===== config.mk =====
export PLATFORM = sky130hd
export DESIGN_NAME = mips_multicycle_control_flat
export DESIGN_NICKNAME = d
export VERILOG_FILES = /design/src/rtl/mips_multicycle_control_pkg.sv /design/src/rtl/mips_multicycle_control_if.sv /design/src/rtl/mips_multicycle_control.sv /design/src/flat_wrapper.sv
export SDC_FILE = /design/constraint.sdc
export NUM_CORES = 1
export LEC_CHECK = 0
export ABC_AREA = 1
export CAP_MARGIN = 40
export CORE_MARGIN = 1
export CORE_UTILIZATION = 36
export DETAILED_ROUTE_END_ITERATION = 16
export GPL_TIMING_DRIVEN = 1
export PLACE_DENSITY_LB_ADDON = 0.05
export SYNTH_ARGS = -nofsm -noshare
export SYNTH_HDL_FRONTEND = slang
export SYNTH_SLANG_ARGS = --single-unit

===== constraint.sdc =====
create_clock -name clk -period 1.6 [get_ports clk]
set_clock_uncertainty 0.05 [all_clocks]
set_input_delay 0.24 -clock clk [delete_from_list [all_inputs] [get_ports clk]]
set_output_delay 0.24 -clock clk [all_outputs]
set_load 0.1 [all_outputs]

===== src/rtl/mips_multicycle_control_pkg.sv =====
// Shared constants for the multicycle MIPS controller: opcodes, state
// encoding and the datapath mux/ALU select encodings.
package mips_pkg;

    // Instruction opcodes (instruction[31:26])
    localparam logic [5:0] OP_RTYPE = 6'b000000;
    localparam logic [5:0] OP_LW    = 6'b100011;
    localparam logic [5:0] OP_SW    = 6'b101011;
    localparam logic [5:0] OP_BEQ   = 6'b000100;
    localparam logic [5:0] OP_ADDI  = 6'b001000;
    localparam logic [5:0] OP_J     = 6'b000010;

    // Controller states, 4-bit binary; 4'd12..4'd15 are unused
    typedef enum logic [3:0] {
        S_FETCH  = 4'd0,
        S_DECODE = 4'd1,
        S_MEMADR = 4'd2,
        S_MEMRD  = 4'd3,
        S_MEMWB  = 4'd4,
        S_MEMWR  = 4'd5,
        S_EXEC   = 4'd6,
        S_ALUWB  = 4'd7,
        S_BRANCH = 4'd8,
        S_ADDIEX = 4'd9,
        S_ADDIWB = 4'd10,
        S_JUMP   = 4'd11
    } state_e;

    // ALU B-operand select
    localparam logic [1:0] SRCB_REG    = 2'b00;
    localparam logic [1:0] SRCB_FOUR   = 2'b01;
    localparam logic [1:0] SRCB_IMM    = 2'b10;
    localparam logic [1:0] SRCB_IMM_SH = 2'b11;

    // ALU operation class
    localparam logic [1:0] ALUOP_ADD   = 2'b00;
    localparam logic [1:0] ALUOP_SUB   = 2'b01;
    localparam logic [1:0] ALUOP_FUNCT = 2'b10;

    // Next-PC source select
    localparam logic [1:0] PCSRC_ALU    = 2'b00;
    localparam logic [1:0] PCSRC_ALUOUT = 2'b01;
    localparam logic [1:0] PCSRC_JUMP   = 2'b10;

    // True when the opcode is one the controller knows how to sequence
    function automatic logic is_supported_op(input logic [5:0] op);
        logic ok;
        case (op)
            OP_RTYPE, OP_LW, OP_SW, OP_BEQ, OP_ADDI, OP_J: ok = 1'b1;
            default:                                       ok = 1'b0;
        endcase
        return ok;
    endfunction

endpackage


===== src/rtl/mips_multicycle_control_if.sv =====
// Control bundle between the multicycle datapath and its controller.
// The datapath side (master) supplies opcode and status; the controller
// side (slave) returns the datapath control strobes and its current state.
interface mips_multicycle_control_if;

    // Datapath status into the controller
    logic [5:0] op;
    logic       mem_ready;
    logic       zero;

    // Control strobes back to the datapath
    logic       iord;
    logic       mem_read;
    logic       mem_write;
    logic       ir_write;
    logic       pc_write;
    logic       pc_en;
    logic [1:0] pc_src;
    logic       alu_src_a;
    logic [1:0] alu_src_b;
    logic [1:0] alu_op;
    logic       reg_dst;
    logic       mem_to_reg;
    logic       reg_write;
    logic       illegal_op;

    // Current controller state, for observation/debug
    logic [3:0] state;

    modport master (
        output op, mem_ready, zero,
        input  iord, mem_read, mem_write, ir_write, pc_write, pc_en, pc_src,
               alu_src_a, alu_src_b, alu_op, reg_dst, mem_to_reg, reg_write,
               illegal_op, state
    );

    modport slave (
        input  op, mem_ready, zero,
        output iord, mem_read, mem_write, ir_write, pc_write, pc_en, pc_src,
               alu_src_a, alu_src_b, alu_op, reg_dst, mem_to_reg, reg_write,
               illegal_op, state
    );

endinterface


===== src/rtl/mips_multicycle_control.sv =====
// Multicycle MIPS main controller. A single state register drives a Moore
// output decode; only the FETCH-state instruction/PC loads follow
// mem_ready so a slow instruction fetch does not advance the PC.
// While reset is high every write-type strobe is held low.
module mips_multicycle_control
    import mips_pkg::*;
(
    input  logic                            clk,
    input  logic                            reset,
    mips_multicycle_control_if.slave        bus
);

    state_e     r_state;
    state_e     w_next_state;

    // Raw Moore decode of the state register
    logic       w_iord;
    logic       w_mem_read;
    logic       w_mem_write;
    logic       w_ir_write;
    logic       w_pc_write;
    logic       w_branch;
    logic [1:0] w_pc_src;
    logic       w_alu_src_a;
    logic [1:0] w_alu_src_b;
    logic [1:0] w_alu_op;
    logic       w_reg_dst;
    logic       w_mem_to_reg;
    logic       w_reg_write;
    logic       w_illegal_op;

    // Strobes after reset masking
    logic       w_ir_write_g;
    logic       w_pc_write_g;
    logic       w_pc_en_g;
    logic       w_mem_write_g;
    logic       w_reg_write_g;
    logic       w_illegal_op_g;

    // State register; reset forces FETCH immediately, independent of clk
    always_ff @(posedge clk or posedge reset) begin
        if (reset) begin
            r_state <= S_FETCH;
        end else begin
            r_state <= w_next_state;
        end
    end

    // Next-state selection; any unused encoding falls back to FETCH
    always_comb begin
        w_next_state = S_FETCH;
        case (r_state)
            S_FETCH: begin
                if (bus.mem_ready) begin
                    w_next_state = S_DECODE;
                end else begin
                    w_next_state = S_FETCH;
                end
            end
            S_DECODE: begin
                case (bus.op)
                    OP_LW, OP_SW: w_next_state = S_MEMADR;
                    OP_RTYPE:     w_next_state = S_EXEC;
                    OP_BEQ:       w_next_state = S_BRANCH;
                    OP_ADDI:      w_next_state = S_ADDIEX;
                    OP_J:         w_next_state = S_JUMP;
                    default:      w_next_state = S_FETCH;
                endcase
            end
            S_MEMADR: begin
                // The IR is stable here, so op still names LW or SW
                if (bus.op == OP_LW) begin
                    w_next_state = S_MEMRD;
                end else if (bus.op == OP_SW) begin
                    w_next_state = S_MEMWR;
                end else begin
                    w_next_state = S_FETCH;
                end
            end
            S_MEMRD: begin
                if (bus.mem_ready) begin
                    w_next_state = S_MEMWB;
                end else begin
                    w_next_state = S_MEMRD;
                end
            end
            S_MEMWR: begin
                if (bus.mem_ready) begin
                    w_next_state = S_FETCH;
                end else begin
                    w_next_state = S_MEMWR;
                end
            end
            S_EXEC:   w_next_state = S_ALUWB;
            S_ADDIEX: w_next_state = S_ADDIWB;
            S_MEMWB,
            S_ALUWB,
            S_ADDIWB,
            S_BRANCH,
            S_JUMP:   w_next_state = S_FETCH;
            default:  w_next_state = S_FETCH;
        endcase
    end

    // Moore output decode; everything not named in a state stays 0
    always_comb begin
        w_iord       = 1'b0;
        w_mem_read   = 1'b0;
        w_mem_write  = 1'b0;
        w_ir_write   = 1'b0;
        w_pc_write   = 1'b0;
        w_branch     = 1'b0;
        w_pc_src     = PCSRC_ALU;
        w_alu_src_a  = 1'b0;
        w_alu_src_b  = SRCB_REG;
        w_alu_op     = ALUOP_ADD;
        w_reg_dst    = 1'b0;
        w_mem_to_reg = 1'b0;
        w_reg_write  = 1'b0;
        w_illegal_op = 1'b0;
        case (r_state)
            S_FETCH: begin
                // PC+4 computed every fetch cycle; loads wait for memory
                w_mem_read  = 1'b1;
                w_alu_src_b = SRCB_FOUR;
                w_ir_write  = bus.mem_ready;
                w_pc_write  = bus.mem_ready;
            end
            S_DECODE: begin
                // Speculative branch target PC + (imm << 2)
                w_alu_src_b  = SRCB_IMM_SH;
                w_illegal_op = ~is_supported_op(bus.op);
            end
            S_MEMADR: begin
                w_alu_src_a = 1'b1;
                w_alu_src_b = SRCB_IMM;
            end
            S_MEMRD: begin
                w_mem_read = 1'b1;
                w_iord     = 1'b1;
            end
            S_MEMWB: begin
                w_mem_to_reg = 1'b1;
                w_reg_write  = 1'b1;
            end
            S_MEMWR: begin
                w_mem_write = 1'b1;
                w_iord      = 1'b1;
            end
            S_EXEC: begin
                w_alu_src_a = 1'b1;
                w_alu_op    = ALUOP_FUNCT;
            end
            S_ALUWB: begin
                w_reg_dst   = 1'b1;
                w_reg_write = 1'b1;
            end
            S_BRANCH: begin
                w_alu_src_a = 1'b1;
                w_alu_op    = ALUOP_SUB;
                w_pc_src    = PCSRC_ALUOUT;
                w_branch    = 1'b1;
            end
            S_ADDIEX: begin
                w_alu_src_a = 1'b1;
                w_alu_src_b = SRCB_IMM;
            end
            S_ADDIWB: begin
                w_reg_write = 1'b1;
            end
            S_JUMP: begin
                w_pc_src   = PCSRC_JUMP;
                w_pc_write = 1'b1;
            end
            default: begin
                w_illegal_op = 1'b0;
            end
        endcase
    end

    // Hold every write-type strobe low while reset is asserted
    always_comb begin
        w_ir_write_g   = 1'b0;
        w_pc_write_g   = 1'b0;
        w_pc_en_g      = 1'b0;
        w_mem_write_g  = 1'b0;
        w_reg_write_g  = 1'b0;
        w_illegal_op_g = 1'b0;
        if (reset) begin
            w_ir_write_g   = 1'b0;
            w_pc_write_g   = 1'b0;
            w_pc_en_g      = 1'b0;
            w_mem_write_g  = 1'b0;
            w_reg_write_g  = 1'b0;
            w_illegal_op_g = 1'b0;
        end else begin
            w_ir_write_g   = w_ir_write;
            w_pc_write_g   = w_pc_write;
            w_pc_en_g      = w_pc_write | (w_branch & bus.zero);
            w_mem_write_g  = w_mem_write;
            w_reg_write_g  = w_reg_write;
            w_illegal_op_g = w_illegal_op;
        end
    end

    assign bus.iord       = w_iord;
    assign bus.mem_read   = w_mem_read;
    assign bus.mem_write  = w_mem_write_g;
    assign bus.ir_write   = w_ir_write_g;
    assign bus.pc_write   = w_pc_write_g;
    assign bus.pc_en      = w_pc_en_g;
    assign bus.pc_src     = w_pc_src;
    assign bus.alu_src_a  = w_alu_src_a;
    assign bus.alu_src_b  = w_alu_src_b;
    assign bus.alu_op     = w_alu_op;
    assign bus.reg_dst    = w_reg_dst;
    assign bus.mem_to_reg = w_mem_to_reg;
    assign bus.reg_write  = w_reg_write_g;
    assign bus.illegal_op = w_illegal_op_g;
    assign bus.state      = r_state;

endmodule


===== src/flat_wrapper.sv =====
// flat-port wrapper written by rule: the top's interface ports become plain ports
module mips_multicycle_control_flat import mips_pkg::*;
  (clk, reset, bus_op, bus_mem_ready, bus_zero, bus_iord, bus_mem_read, bus_mem_write, bus_ir_write, bus_pc_write, bus_pc_en, bus_pc_src, bus_alu_src_a, bus_alu_src_b, bus_alu_op, bus_reg_dst, bus_mem_to_reg, bus_reg_write, bus_illegal_op, bus_state);
  mips_multicycle_control_if bus_i ();
  input  logic clk;
  input  logic reset;
  input wire logic [$bits(bus_i.op)-1:0] bus_op;
  input wire logic [$bits(bus_i.mem_ready)-1:0] bus_mem_ready;
  input wire logic [$bits(bus_i.zero)-1:0] bus_zero;
  output wire logic [$bits(bus_i.iord)-1:0] bus_iord;
  output wire logic [$bits(bus_i.mem_read)-1:0] bus_mem_read;
  output wire logic [$bits(bus_i.mem_write)-1:0] bus_mem_write;
  output wire logic [$bits(bus_i.ir_write)-1:0] bus_ir_write;
  output wire logic [$bits(bus_i.pc_write)-1:0] bus_pc_write;
  output wire logic [$bits(bus_i.pc_en)-1:0] bus_pc_en;
  output wire logic [$bits(bus_i.pc_src)-1:0] bus_pc_src;
  output wire logic [$bits(bus_i.alu_src_a)-1:0] bus_alu_src_a;
  output wire logic [$bits(bus_i.alu_src_b)-1:0] bus_alu_src_b;
  output wire logic [$bits(bus_i.alu_op)-1:0] bus_alu_op;
  output wire logic [$bits(bus_i.reg_dst)-1:0] bus_reg_dst;
  output wire logic [$bits(bus_i.mem_to_reg)-1:0] bus_mem_to_reg;
  output wire logic [$bits(bus_i.reg_write)-1:0] bus_reg_write;
  output wire logic [$bits(bus_i.illegal_op)-1:0] bus_illegal_op;
  output wire logic [$bits(bus_i.state)-1:0] bus_state;
  assign bus_i.op = bus_op;
  assign bus_i.mem_ready = bus_mem_ready;
  assign bus_i.zero = bus_zero;
  assign bus_iord = bus_i.iord;
  assign bus_mem_read = bus_i.mem_read;
  assign bus_mem_write = bus_i.mem_write;
  assign bus_ir_write = bus_i.ir_write;
  assign bus_pc_write = bus_i.pc_write;
  assign bus_pc_en = bus_i.pc_en;
  assign bus_pc_src = bus_i.pc_src;
  assign bus_alu_src_a = bus_i.alu_src_a;
  assign bus_alu_src_b = bus_i.alu_src_b;
  assign bus_alu_op = bus_i.alu_op;
  assign bus_reg_dst = bus_i.reg_dst;
  assign bus_mem_to_reg = bus_i.mem_to_reg;
  assign bus_reg_write = bus_i.reg_write;
  assign bus_illegal_op = bus_i.illegal_op;
  assign bus_state = bus_i.state;
  mips_multicycle_control u_core (.clk(clk), .reset(reset), .bus(bus_i));
endmodule

==> results of run 1 <==
==> stage by stage <==
| stage | TNS [ns] | setup slack (ns) | instance area (um2) | std cells | hold slack, ns |
|---|---|---|---|---|---|
| floorplan | -4.84 | -0.803 | 666 | 103 | -0.0197 |
| global placement | -0.210 | -0.159 | 1380 | 172 | 0.592 |
==> kinds of logic after synthesis <==
group	share of synthesized area
buffers and inverters	0.163
AND/OR/NAND/NOR	0.604
flip-flops	0.189
AO/OA/AOI/OAI	0.0448
==> results.yml, run 1 <==
floorplan:
  io_pins: 31
  die_w_um: 40.4
  start_util: 0.398
  rows: 13
  die_h_um: 40.4
yosys:
  ys_seq_elements: 4
  synth_common_cells: "nand2_1 (27), nor2_1 (23), inv_1 (19), nand3_1 (16)"
  netlist_instances: 103
  synth-edff-count: 0
  yosys-top-cells-area: "nand2_1 (19%), dfrtp_1 (19%), nor2_1 (16%)"
  yosysMostFrequentCell: "nand2_1"
  synth_nets: 113
  synth_cell_types: 14
  synthArstFlopShare: 1.00
  netlist_area_um2: 531
  synth_largest_area_cell: "nand2_1"
  synth_ff_type: "dfrtp_1"
  yosys_warnings: 0
  synth.avg_cell_area_um2: 5.15
  netlist.area_leader.share: 0.191
  ys_seq_area_frac: 0.189
status:
  lastStage: "detailed placement (3_5_place_dp)"
  firstError: "[ERROR DPL-0038] Utilization greater than 100%, impossible to legalize"
  outcome: "aborted with a tool error"
placement:
  gp_congestion: 0.894
  portBuffers: 30
==> run 2, diff against run 1 <==
Settings changed: CORE_AREA set to 2 2 63 65, CORE_MARGIN 1 to unset, CORE_UTILIZATION 36 to unset, DIE_AREA set to 0 0 65 67, PLACE_DENSITY_LB_ADDON 0.05 to 0.15.
==> results.yml, run 2 <==
clocking:
  cts_tree: "done"
  clock_sinks: 4
  clock-root-buffer: "clkbuf_8"
  clk_pin_slew_ns: 0.03
  cts_max_path_buffers: 2
  ctsHoldBuffers: 0
  clk_latency_ns: 0.21
  htreeDepth: 1
  cts_buffers: 3
floorplan:
  die_h_um: 67
  core_region_area_um2: 3610
  design.die.area_um2: 4360
  start_util: 0.147
  die_w_um: 65
  rows: 22
  io_pins: 31
yosys:
  synth_cell_types: 14
  synth_common_cells: "nand2_1 (27), nor2_1 (23), inv_1 (19), nand3_1 (16)"
  synth_nets: 113
  synth_largest_area_cell: "nand2_1"
  yosysMostFrequentCell: "nand2_1"
  netlist.area_leader.share: 0.191
  netlist_area_um2: 531
  synth.avg_cell_area_um2: 5.15
  yosys_warnings: 0
  ys_seq_area_frac: 0.189
  netlist_instances: 103
  synth-edff-count: 0
  yosys-top-cells-area: "nand2_1 (19%), dfrtp_1 (19%), nor2_1 (16%)"
  synth_ff_type: "dfrtp_1"
  ys_seq_elements: 4
  synthArstFlopShare: 1.00
critical_path:
  path_cells: "buf_4 > nand2_4 > buf_6 > nor2_4 > buf_4 > buf_6 > buf_12"
  arrival_ns: 1.50
  end_kind: "output pin"
  critical_path_buf_inv_count: 5
  critical_path_class: "register to output pin"
  max_stage_delay_ns: 0.50
  r2r-start: "u_core.bus.state[3]$_DFF_PP0_"
  crit_slowest_cell: "dfrtp_4"
  crit_required_ns: 1.31
  cp_top_family: "buffers and inverters"
  rr_endpoint: "u_core.bus.state[0]$_DFF_PP0_"
  r2r_setup_slack_ns: 0.10
  rr_worst_depth: 8
  start_kind: "register"
  cp_max_fo: 4
job:
  cap_violations: 0
global_routing:
  use_met2: 0.180
  grt_pass1_vias: 839
  grt_use_met3: 0.0186
  met1_usage: 0.119
  grt.busiest_layer: "met2"
  grt_max_degree: 7
  antenna_found_initial: 0
  grt_overflow: 0
  grt_pass1_wl_mm: 3.41
  grtUsageTotal: 0.0980
drt:
  vias: 859
  vias_per_cell: 4.01
  drt-total-wl_mm: 2.03
  ant_nets: 0
  first_pass_iters: 4
  avgRoutedWirePerCell_um: 9.48
  drc: 0
  drtIter0Drc: 16
timing:
  rsz0062_at_grt: "yes"
  setup_violations: 16
  tightest_slew_ns: 0.266
  max_slew_margin: 0.822
  final.setup.tns_ns: -1.94
  setup_ws_ns: -0.188
  slew_violations: 0
  post-route-period-util: 1.12
  clock.fmax_ghz: 0.559
  hold_violations: 0
  fin_crit_ns: 1.79
power_and_ir_drop:
  cellPowerDensity_nw_per_um2: 574
  p_leak_nw: 0.728
  ir_drop_v: 0.000379
layout:
  final_layout_size_suffix_gt1_frac: 0.602
  layout.cells.non_filler: 214
  syn_to_final_growth_pct: 202
  num-nets-final: 178
  antenna_cells: 0
  largest_reg_flops: 4
  final_common_cell: "buf_4"
  final_cell_mix: "buf_4 (26), buf_12 (21), nand2_1 (17), nor2_1 (16), nand3_1 (14)"
  n_fill_cell: 360
placement:
  dp_hpwl_mm: 1.72
  dp_cells: 203
  portBuffers: 30
  gp_congestion: 0.809
status:
  violations: "setup timing"
  outcome: "finished, violations left"
min_path:
  hp-class: "input pin to async pin"
run 2: cell counts after synthesis:
Identical to the previous run, type by type.
run 2: how the worst max path moves through the flow:
stage / startpoint / end / slack, ns / cells after the start
global route: u_core.bus.state[2]$_DFF_PP0_ / bus_pc_en / -0.25 / 7
floorplan: u_core.bus.state[0]$_DFF_PP0_ / bus_pc_en / -0.80 / 5
detailed placement: bus_op[3] / bus_illegal_op / -0.22 / 6
CTS: u_core.bus.state[2]$_DFF_PP0_ / bus_pc_en / -0.20 / 7
finish: u_core.bus.state[3]$_DFF_PP0_ / bus_alu_op[0] / -0.19 / 7
global placement: bus_op[3] / bus_illegal_op / -0.19 / 6
run 2: kinds of logic (layout without fill, tap and decap cells):
family / after synthesis / after routing / synth area share
AOI/OAI and AO/OA: 4 / 4 / 0.0448
buffers and inverters: 22 / 85 / 0.163
DFF: 4 / 4 / 0.189
and+or+nand+nor: 73 / 73 / 0.604
run 2: power breakdown:
group / switching (mW) / internal, mW / leakage [nW]
clock: 0.0491 / 0.160 / 0.0216
combinational: 0.361 / 0.224 / 0.659
sequential: 0.0133 / 0.111 / 0.0470
total: 0.423 / 0.496 / 0.728
run 2: worst reg2reg max path, delay by kind of cell, from the launching register on:
family / cells / cell delay [ns]
flip-flops: 1 / 0.50
AND/OR/NAND/NOR: 5 / 0.48
buffers and inverters: 3 / 0.39
run 2: per-layer routing:
metal,vias to the layer above,share of wire
li1,440,-
met4,0,0
met5,-,0
met1,388,0.43
met3,0,0.054
met2,31,0.52
run 2: through the flow:
stage | utilization | power [mW] | hold slack (ns) | cell area (um2) | worst slack [ns]
final | 0.444 | 0.919 | 0.395 | 1600 | -0.188
after CTS | 0.426 | 0.914 | 0.376 | 1540 | -0.203
after detailed placement | 0.389 | 0.674 | 0.594 | 1400 | -0.217
after floorplan | - | 0.449 | -0.0197 | 666 | -0.803
after global placement | 0.389 | 0.672 | 0.605 | 1400 | -0.186
after global routing | 0.444 | 0.964 | 0.406 | 1600 | -0.250
run 2: repair_timing:
action                                  4_1_cts  5_1_grt
resized for setup                            15       11
pin swaps                                     7        7
setup buffers                                 6        2
endpoints found under the setup margin       16       17
run 2: cell type report:
class	count	area, um2	share of cell area
multi-input combinational	77	519	0.324
inverter	21	103	0.0641
sequential	4	115	0.0719
clock buffer	3	41.3	0.0258
timing repair buffer	61	762	0.476
tap	48	60.1	0.0375
(Power assumes the default switching activity.)
==> run 3, diff against run 2 <==
Settings changed: PLACE_DENSITY_LB_ADDON 0.15 to 0.25, REMOVE_ABC_BUFFERS set to 1.
Clock period 1.6 ns to 2.3 ns, I/O delays scaled along.
==> results.yml, run 3 (same netlist as run 2, synthesis figures left out) <==
timing:
  rsz0062_at_grt: "no"
  max_slew_margin: 0.741
  final.setup.tns_ns: 0
  worst_hold_slack_ns: 0.551
  post-route-period-util: 0.889
  hold_violations: 0
  fin_crit_ns: 2.04
  clock.fmax_ghz: 0.489
  setup_violations: 0
  tightest_slew_ns: 0.384
  slew_violations: 0
floorplan:
  design.die.area_um2: 4360
  io_pins: 31
  core_region_area_um2: 3610
  start_util: 0.147
  rows: 22
  die_w_um: 65
  die_h_um: 67
clocking:
  clock_sinks: 4
  cts_tree: "done"
  ctsHoldBuffers: 0
  cts_buffers: 3
  clk_latency_ns: 0.21
  cts_max_path_buffers: 2
  htreeDepth: 1
  cts_resized: 0
  clk_pin_slew_ns: 0.03
  clock-root-buffer: "clkbuf_8"
  post-cts-setup-buffers: 0
status:
  outcome: "finished clean"
layout:
  layout.cells.non_filler: 185
  fin_util: 0.305
  num-nets-final: 149
  final_cell_mix: "nand2_1 (27), nor2_1 (23), inv_1 (19), buf_12 (17), nand3_1 (16)"
  antenna_cells: 0
  n_fill_cell: 394
  largest_reg_flops: 4
  final_layout_size_suffix_gt1_frac: 0.248
  syn_to_final_growth_pct: 107
  final_common_cell: "nand2_1"
global_routing:
  grt_max_degree: 7
  antenna_found_initial: 0
  grt_overflow: 0
  grtUsageTotal: 0.0887
  grt_pass1_vias: 743
  grt_pass1_wl_mm: 3.06
placement:
  dp_cells: 182
  portBuffers: 30
  gp_congestion: 0.752
  dp_hpwl_mm: 1.54
drt:
  avgRoutedWirePerCell_um: 9.30
  first_pass_iters: 4
  vias_per_cell: 3.82
  vias: 707
  ant_nets: 0
  drt-total-wl_mm: 1.72
  drtIter0Drc: 5
  drc: 0
critical_path:
  cp_max_fo: 6
  r2r-start: "u_core.bus.state[3]$_DFF_PP0_"
  start_kind: "register"
  end_kind: "output pin"
  crit_required_ns: 1.90
  critical_path_class: "register to output pin"
  max_stage_delay_ns: 0.45
  startpoint: "u_core.bus.state[3]$_DFF_PP0_"
  path_cells: "nor2_4 > inv_2 > nor2_2 > nand2_1 > nor3_2 > buf_12"
  crit_slowest_cell: "dfrtp_1"
  arrival_ns: 1.65
power_and_ir_drop:
  cellPowerDensity_nw_per_um2: 491
  total_power_mw: 0.540
  ir_drop_v: 0.000236
  p_leak_nw: 0.579
min_path:
  hp-class: "input pin to async pin"
job:
  cap_violations: 0
run 3: changes by cell type in the layout (fill, tap and decap cells not counted), moves of 4 or more:
cell        previous run  this run
buf_4                 26         6
inv_1                  9        19
nand2_1               17        27
nor2_4                10         1
nor2_1                16        23
nand2_2                6         0
buf_6                  5         0
clkinvlp_4             5         0
buf_12                21        17
dfrtp_1                0         4
dfrtp_4                4         0
nand2_4                4         0
run 3: per-layer routing:
layer | vias to the layer above | wire (um) | track usage
li1 | 386 | - | -
met1 | 293 | 729 | 0.0989
met2 | 28 | 817 | 0.164
met3 | 0 | 173 | 0.0253
met4 | 0 | 0 | 0.0239
met5 | - | 0 | 0
run 3: layout make-up:
class	count	area, um2	share of cell area
repair buffers	32	475	0.432
multi-input cells	77	344	0.313
flip-flops and latches	4	100	0.0910
inverters	21	78.8	0.0717
well taps	48	60.1	0.0546
clock buffers	3	41.3	0.0375
run 3: power by group:
| group | switching, mW | total, mW | internal (mW) |
|---|---|---|---|
| combinational | 0.216 | 0.316 | 0.0994 |
| sequential | 0.00678 | 0.0815 | 0.0748 |
| clock | 0.0318 | 0.143 | 0.111 |
run 3: final timing paths:
kind | slack (ns) | to | cells past startpoint
setup / recovery | 0.26 | bus_illegal_op | 6
hold / removal | 0.55 | u_core.bus.state[1]$_DFF_PP0_ | 3
setup reg to reg | 1.07 | u_core.bus.state[2]$_DFF_PP0_ | 5
hold reg to reg | 0.64 | u_core.bus.state[3]$_DFF_PP0_ | 3
max in group asynchronous | 1.54 | u_core.bus.state[3]$_DFF_PP0_ | 3
min in group clk | 0.64 | u_core.bus.state[3]$_DFF_PP0_ | 3
run 3: stage by stage:
step           area, um2  worst slack (ns)
6_report            1100             0.256
5_1_grt             1100             0.103
4_1_cts             1100             0.241
3_5_place_dp        1060             0.267
3_3_place_gp        1060             0.324
2_1_floorplan        523             -3.54
run 3: worst max-delay path, delay by kind of cell (launching register included):
family                 cells  cell delay [ns]
and+or+nand+nor            4             0.70
buffers and inverters      2             0.29
DFF                        1             0.45
